[config.mk]
export PLATFORM = sky130hd
export DESIGN_NAME = nibble_serial_add_sub
export DESIGN_NICKNAME = d
export VERILOG_FILES = /design/src/rtl/nibble_serial_add_sub.sv
export SDC_FILE = /design/constraint.sdc
export NUM_CORES = 1
export LEC_CHECK = 0
export CELL_PAD_IN_SITES_DETAIL_PLACEMENT = 2
export CELL_PAD_IN_SITES_GLOBAL_PLACEMENT = 2
export CORE_ASPECT_RATIO = 0.9
export CORE_MARGIN = 10
export CORE_UTILIZATION = 30
export CTS_BUF_LIST = sky130_fd_sc_hd__clkbuf_8
export DETAILED_ROUTE_END_ITERATION = 10
export PLACE_DENSITY_LB_ADDON = 0.1
export SLEW_MARGIN = 20
export SYNTH_ARGS = -nofsm -noshare
export SYNTH_HDL_FRONTEND = slang
export SYNTH_SLANG_ARGS = --single-unit
[constraint.sdc]
create_clock -name clk -period 5.1 [get_ports clk]
set_input_delay 1.02 -clock clk [delete_from_list [all_inputs] [get_ports clk]]
set_output_delay 1.02 -clock clk [all_outputs]
set_load 0.01 [all_outputs]
[src/rtl/nibble_serial_add_sub.sv]
// Multi-cycle WIDTH-bit adder/subtractor that reuses one 4-bit carry slice per nibble, LSB first.
// Optional feature: define NSAS_SATURATE_EN to clamp the result on signed overflow.
module nibble_serial_add_sub #(
    parameter int WIDTH = 16
) (
    input  logic             clk,
    input  logic             rst_n,
    input  logic             in_valid,
    output logic             in_ready,
    input  logic             sub,
    input  logic             cin,
    input  logic [WIDTH-1:0] x,
    input  logic [WIDTH-1:0] y,
    output logic             out_valid,
    input  logic             out_ready,
    output logic [WIDTH-1:0] sum,
    output logic             cout,
    output logic             v,
    output logic             zero
);

    localparam int NIB = WIDTH / 4;
    localparam int CW  = (NIB > 1) ? $clog2(NIB) : 1;
    localparam logic [CW-1:0] LAST = CW'(NIB - 1);

    typedef enum logic [1:0] {IDLE, RUN, DONE} state_t;

    state_t           state;
    logic [WIDTH-1:0] x_q;
    logic [WIDTH-1:0] yn_q;
    logic             sub_q;
    logic             carry;
    logic [CW-1:0]    cnt;

    logic [CW+1:0]    lo_idx;
    logic [3:0]       xn;
    logic [3:0]       yn;
    logic [3:0]       lo3;
    logic [1:0]       hi;
    logic [3:0]       nib_sum;
    logic             c_out;
    logic             ovf;
    logic [WIDTH-1:0] raw_final;
    logic [WIDTH-1:0] final_sum;

    assign lo_idx = {cnt, 2'b00};
    assign xn     = x_q[lo_idx +: 4];
    assign yn     = yn_q[lo_idx +: 4];

    // Split the slice at bit 3 so the carry into the MSB is visible for overflow.
    assign lo3     = {1'b0, xn[2:0]} + {1'b0, yn[2:0]} + {3'b000, carry};
    assign hi      = {1'b0, xn[3]} + {1'b0, yn[3]} + {1'b0, lo3[3]};
    assign nib_sum = {hi[0], lo3[2:0]};
    assign c_out   = hi[1];
    assign ovf     = lo3[3] ^ hi[1];

    assign raw_final = {nib_sum, sum[WIDTH-5:0]};

`ifdef NSAS_SATURATE_EN
    assign final_sum = !ovf ? raw_final :
                       x_q[WIDTH-1] ? {1'b1, {(WIDTH-1){1'b0}}} : {1'b0, {(WIDTH-1){1'b1}}};
`else
    assign final_sum = raw_final;
`endif

    assign in_ready = rst_n & (state == IDLE);

    always_ff @(posedge clk or negedge rst_n) begin
        if (!rst_n) begin
            state     <= IDLE;
            out_valid <= 1'b0;
            sum       <= '0;
            cout      <= 1'b0;
            v         <= 1'b0;
            zero      <= 1'b0;
            cnt       <= '0;
            carry     <= 1'b0;
            x_q       <= '0;
            yn_q      <= '0;
            sub_q     <= 1'b0;
        end else begin
            case (state)
                IDLE: begin
                    if (in_valid) begin
                        x_q   <= x;
                        yn_q  <= y ^ {WIDTH{sub}};
                        sub_q <= sub;
                        carry <= cin ^ sub;
                        cnt   <= '0;
                        state <= RUN;
                    end
                end
                RUN: begin
                    carry <= c_out;
                    if (cnt == LAST) begin
                        sum       <= final_sum;
                        zero      <= (final_sum == '0);
                        v         <= ovf;
                        cout      <= c_out ^ sub_q;
                        out_valid <= 1'b1;
                        cnt       <= '0;
                        state     <= DONE;
                    end else begin
                        sum[lo_idx +: 4] <= nib_sum;
                        cnt              <= cnt + 1'b1;
                    end
                end
                DONE: begin
                    if (out_ready) begin
                        out_valid <= 1'b0;
                        state     <= IDLE;
                    end
                end
                default: state <= IDLE;
            endcase
        end
    end

endmodule

# ---- Word level (Yosys, flattened, before mapping)
# Index checks and enable logic that the tools add are counted.
dict set report totals {
  output_inout_bits 21
  elab_cells 58
  reg_bits 58
}
dict set report classes {
  bitwise 6
  shift 4
  reduce_logical 10
  n_eq_ne 6
  muxes 14
  n_addsub 6
}
# operator count
set op_table {}
lappend op_table {{16-bit by 5-bit indexed part select with 4-bit output} 2}
lappend op_table {{16-bit bitwise mux} 1}
lappend op_table {{16-bit zero test} 1}
lappend op_table {{16-bit 2-to-1 mux} 1}
lappend op_table {{4-bit by 6-bit variable shift with 16-bit output (first input constant)} 1}
lappend op_table {{4-bit by 6-bit indexed part select with 16-bit output} 1}
lappend op_table {{16-bit XOR} 1}
lappend op_table {{2-bit 2-to-1 mux} 5}
lappend op_table {{2-bit AND reduction} 4}
lappend op_table {{2-bit inequality test (second input constant)} 3}
lappend op_table {{4-bit negation with 6-bit output} 1}
lappend op_table {{2-bit one-hot mux with 3 select lines} 1}
lappend op_table {{3-bit AND reduction} 2}
lappend op_table {{3-bit by 3-bit adder with 4-bit output} 1}
lappend op_table {{4-bit by 1-bit adder with 4-bit output} 1}
lappend op_table {{2-bit == test (second input constant)} 2}
lappend op_table {{1-bit one-hot mux with 2 select lines} 2}
lappend op_table {{2-bit one-hot mux with 2 select lines} 1}
lappend op_table {{2-bit nonzero test} 2}
lappend op_table {{1-bit 2-to-1 mux} 3}
lappend op_table {{1-bit XOR} 3}
lappend op_table {{1-bit by 1-bit adder with 2-bit output} 1}
lappend op_table {{2-bit by 1-bit adder with 2-bit output} 1}
lappend op_table {{2-bit by 1-bit adder with 2-bit output (second input constant)} 1}
lappend op_table {{other kinds (4)} 4}

# ---- Longest topological paths before layout
dict set report depth {
  ltp_word 7
  mapped_depth 10
}

# ---- Least setup slack after synthesis
# Ideal clock, no wire load.
dict set report synth_path {
  path_kind {register to register}
  from {reg cnt[0]}
  to {reg zero}
  setup_slack_ns 2.157
  required_time_ns 5.017
  t_arrival_ns 2.860
  stages_incl_launch_ff 11
  path_buffers 2
  setup_time_ns 0.083
  path_cell_list {dfrtp_1 > buf_2 > buf_4 > mux4_2 > fa_1 > nand3_1 > nand2_1 > fa_1 > nor4_1 > nand2_1 > o21ai_0}
}
dict set report synth_between {
  elab_chain_len 5
  elab_cells_between_ends 9
}
# item line_no
set synth_lines {}
lappend synth_lines {{start: declaration} 33} ;# logic [CW-1:0] cnt;
lappend synth_lines {{start signal: assignment} 105} ;# cnt <= cnt + 1'b1;
lappend synth_lines {{16-bit by 5-bit indexed part select with 4-bit output, on equally long branches} {47, 48}}
lappend synth_lines {{3-bit by 3-bit adder with 4-bit output} 51} ;# assign lo3 = {1'b0, xn[2:0]} + {1'b0, yn[2:0]} + {3'b000, carry};
lappend synth_lines {{4-bit by 1-bit adder with 4-bit output} 51}
lappend synth_lines {{2-bit by 1-bit adder with 2-bit output} 52} ;# assign hi = {1'b0, xn[3]} + {1'b0, yn[3]} + {1'b0, lo3[3]};
lappend synth_lines {{16-bit zero test} 97} ;# zero <= (final_sum == '0);
lappend synth_lines {{end signal: assignment} 97}
lappend synth_lines {{end: declaration} 19} ;# output logic zero
# Parallel ways exist; a longest one is shown, timed or not.
# A chain may end at the register's enable or synchronous reset.

# ---- Final worst setup path
# Ends and elaborated chain as after synthesis.

==> impl_metrics.csv <==
group,metric,value,unit
clocking,cts_resized,0,
routing,post_drt_wl_per_cell,18.0,um
yosys,synth_seq_area_share,50.0,%
critical_path,cp_common_cell,"nand2_1",
pwr,leakagePower,1.48,nW
global_routing,met1_usage,14.8,%
finish,final_cells,436,
yosys,synth_simple_gate_area_share,12.6,%
finish,final_core_util,40.3,%
critical_path,critPathCaptureType,"flip-flop",
pwr,power,2.60,mW
critical_path,max_stage_delay,0.86,ns
pwr,ir_worst_vdd,280,uV
clocking,cts_tree,"done",
critical_path,startpoint_type,"flip-flop",
global_routing,met2_usage,18.8,%
critical_path,crit_chain,"mux4_2 > ha_1 > a21oi_1 > nand2_1 > fa_1 > nor4_1 > nand2_1 > o21ai_0",
timing,setup_violations,0,
floorplan,dieArea,14000,um2
global_routing,antenna_found_initial,0,
routing,dr.first_iter.drc_count,72,
min_path,holdPathEnd,"sum[12]",
placement,hpwl,5.96,mm
yosys,synth_fa_ha_area_share,5.52,%
critical_path,path_max_fanout,18,
floorplan,io_pins,59,
placement,io_buffers,58,
clocking,postCtsSetupRepairBufs,0,
timing,rsz0062_at_grt,"no",
min_path,hp-start,"sum[12]",
timing,setup_slack,1.76,ns
timing,worstMarginPinSlew,0.956,ns
placement,place.gp.congestion,0.746,
routing,ant_nets,0,
critical_path,required,5.36,ns
yosys,synth.distinct_cells,35,
flow_run,maxCapViolCount,0,
timing,fin_tns_setup,0,ns
routing,vias_per_cell,4.90,
finish,final_common_cell,"dfrtp_1",
global_routing,grt_util_all_layers,11.8,%
timing,clock.fmax,0.300,GHz
yosys,ys_seq_elements,58,
critical_path,arrival,3.59,ns
critical_path,cp_num_buf_inv,0,
routing,first_pass_iters,4,
yosys,avgSynthCellArea,11.4,um2
critical_path,crit-reg2reg-launch,"cnt[0]",
timing,fin_crit,3.34,ns
critical_path,r2r-end,"zero",
placement,dp_slack,1.67,ns
critical_path,regToRegSetupSlack,1.76,ns
clocking,cts_sinks,58,
yosys,synth-compound-area-share,8.79,%
critical_path,critPathTopFamily,"adder cells",
global_routing,grt_overflow_total,0,
timing,slew_headroom,36.1,%
finish,syn2layout_area_growth,29.0,%
clocking,ctsHoldBuffers,0,
clocking,clk_path_buf_depth,2,
yosys,synth_fp_nets,303,
critical_path,critPathKind,"flip-flop to flip-flop",
yosys,synth_xor_area_share,5.73,%
finish,layout_common_cells,"58 x dfrtp_1, 57 x clkdlybuf4s50_1, 32 x nand2_1",
global_routing,grt_pass1_wl,13.0,mm
routing,vias,2136,
clocking,cts-root-buf,"clkbuf_8",
floorplan,dieHeight,113,um
yosys,syn-cell-area,2900,um2
global_routing,met3_usage,3.83,%
clocking,numCtsBuffers,9,
min_path,hold_path.class,"flip-flop to flip-flop",
timing,period_share,65.5,%
floorplan,coreArea,9290,um2
finish,fin_nets,358,
finish,drive_gt1_share,11.1,%
clocking,worstSkewPairLatency,0.34,ns
finish,diodes,0,
global_routing,busiest_layer,"met2",
pwr,power_density,696,nW/um2
status,status,"finished, final reports clean",
timing,clock_skew,0.00918,ns
yosys,synthMuxAreaShare,13.1,%
global_routing,grt_pass1_vias,2383,
routing,remaining_drc_errors,0,
floorplan,start_util,31.2,%
timing,hold_viol_final,0,
floorplan,die_x,124,um
clocking,clk_pin_slew,0.07,ns
timing,maxSlewViolCount,0,
yosys,synthCells,254,
routing,totalWireLength,7.86,mm
critical_path,path_depth,8,
floorplan,rows,33,
placement,dp_cells,420,
yosys,synth_warnings,0,
critical_path,slowest_stage,"dfrtp_1",
yosys,synth_top_family_by_area,"multiplexers",
critical_path,r2r_cells,8,
min_path,min_path_cells,2,
global_routing,grt_max_degree,59,
clocking,htreeDepth,3,
==> report_power, final <==
| part | switching, mW | internal [mW] |
|---|---|---|
| logic | 0.713 | 0.613 |
| registers | 0.196 | 0.663 |
| clock network | 0.197 | 0.223 |
==> cells by family (layout without fill, tap and decap cells) <==
group / count (synthesis) / count (layout)
buffers and inverters: 23 / 83
AO/OA/AOI/OAI: 44 / 44
adder cells (fa/ha/maj): 11 / 11
multiplexers: 26 / 26
AND/OR/NAND/NOR: 73 / 73
XOR/XNOR: 19 / 19
flip-flops: 58 / 58
==> metrics by stage <==
stage                     instance area [um2]  hold WS (ns)
final                                    3740         0.482
after global routing                     3740         0.517
after CTS                                3740         0.491
after detailed placement                 3550         0.474
after global placement                   3550         0.465
after floorplan                          2900         0.453
==> how the worst max path moves through the flow <==
stage,start,to,slack (ns)
floorplan,cnt[0],zero,2.16
global placement,cnt[0],zero,1.75
detailed placement,cnt[0],zero,1.67
CTS,cnt[0],zero,1.67
global route,cnt[0],zero,1.44
finish,cnt[0],zero,1.76
==> worst min-delay path: stages (launching register included) <==
cell and delay (ns):
dfrtp_1 0.34, nand2_1 0.05, o21ai_0 0.06
==> area by class of cell <==
| cell class | instances | area, um2 |
|---|---|---|
| Fill cell | 1007 | 5550 |
| Tap cell | 122 | 153 |
| Multi-Input combinational cell | 173 | 1330 |
| Clock buffer | 9 | 124 |
| Sequential cell | 58 | 1450 |
| Timing Repair Buffer | 60 | 591 |
| Clock inverter | 7 | 70.1 |
| Inverter | 7 | 26.3 |
==> sequential cells by signal, indices dropped and copies added, names as in the netlist <==
name       count
carry          1
cnt            2
cout           1
out_valid      1
state          2
sub_q          1
sum           16
v              1
x_q           16
yn_q          16
zero           1
==> metal layers <==
metal  share of wire [%]  vias up
li1                    -      994
met1                  45     1088
met2                  48       45
met3                 5.5        9
met4                 1.3        0
met5                   0        -
==> cells in the mapped netlist <==
master,count,area share [%]
a211o_1,1,0.30
a21oi_1,19,3.3
a22o_1,1,0.30
and3b_1,1,0.30
buf_2,7,1.2
buf_4,3,0.78
buf_6,2,0.78
clkbuf_1,4,0.52
dfrtp_1,58,50
fa_1,3,2.1
ha_1,8,3.4
inv_1,7,0.91
mux2_1,10,3.9
mux2_2,7,2.7
mux2i_1,1,0.34
mux4_2,8,6.2
nand2_1,32,4.1
nand2b_1,1,0.22
nand3_1,4,0.69
nand3b_1,2,0.52
nand4b_1,1,0.30
nand4bb_1,3,1.2
nor2_1,18,2.3
nor2b_1,1,0.22
nor3b_1,4,1.0
nor3b_4,1,0.65
nor4_1,3,0.65
o211ai_1,1,0.26
o21ai_0,11,1.9
o21ai_1,1,0.17
o21bai_1,1,0.26
o31ai_1,9,2.3
or3_1,2,0.43
xnor2_1,17,5.1
xor2_1,2,0.60
Power figures use the tool's default switching activity.
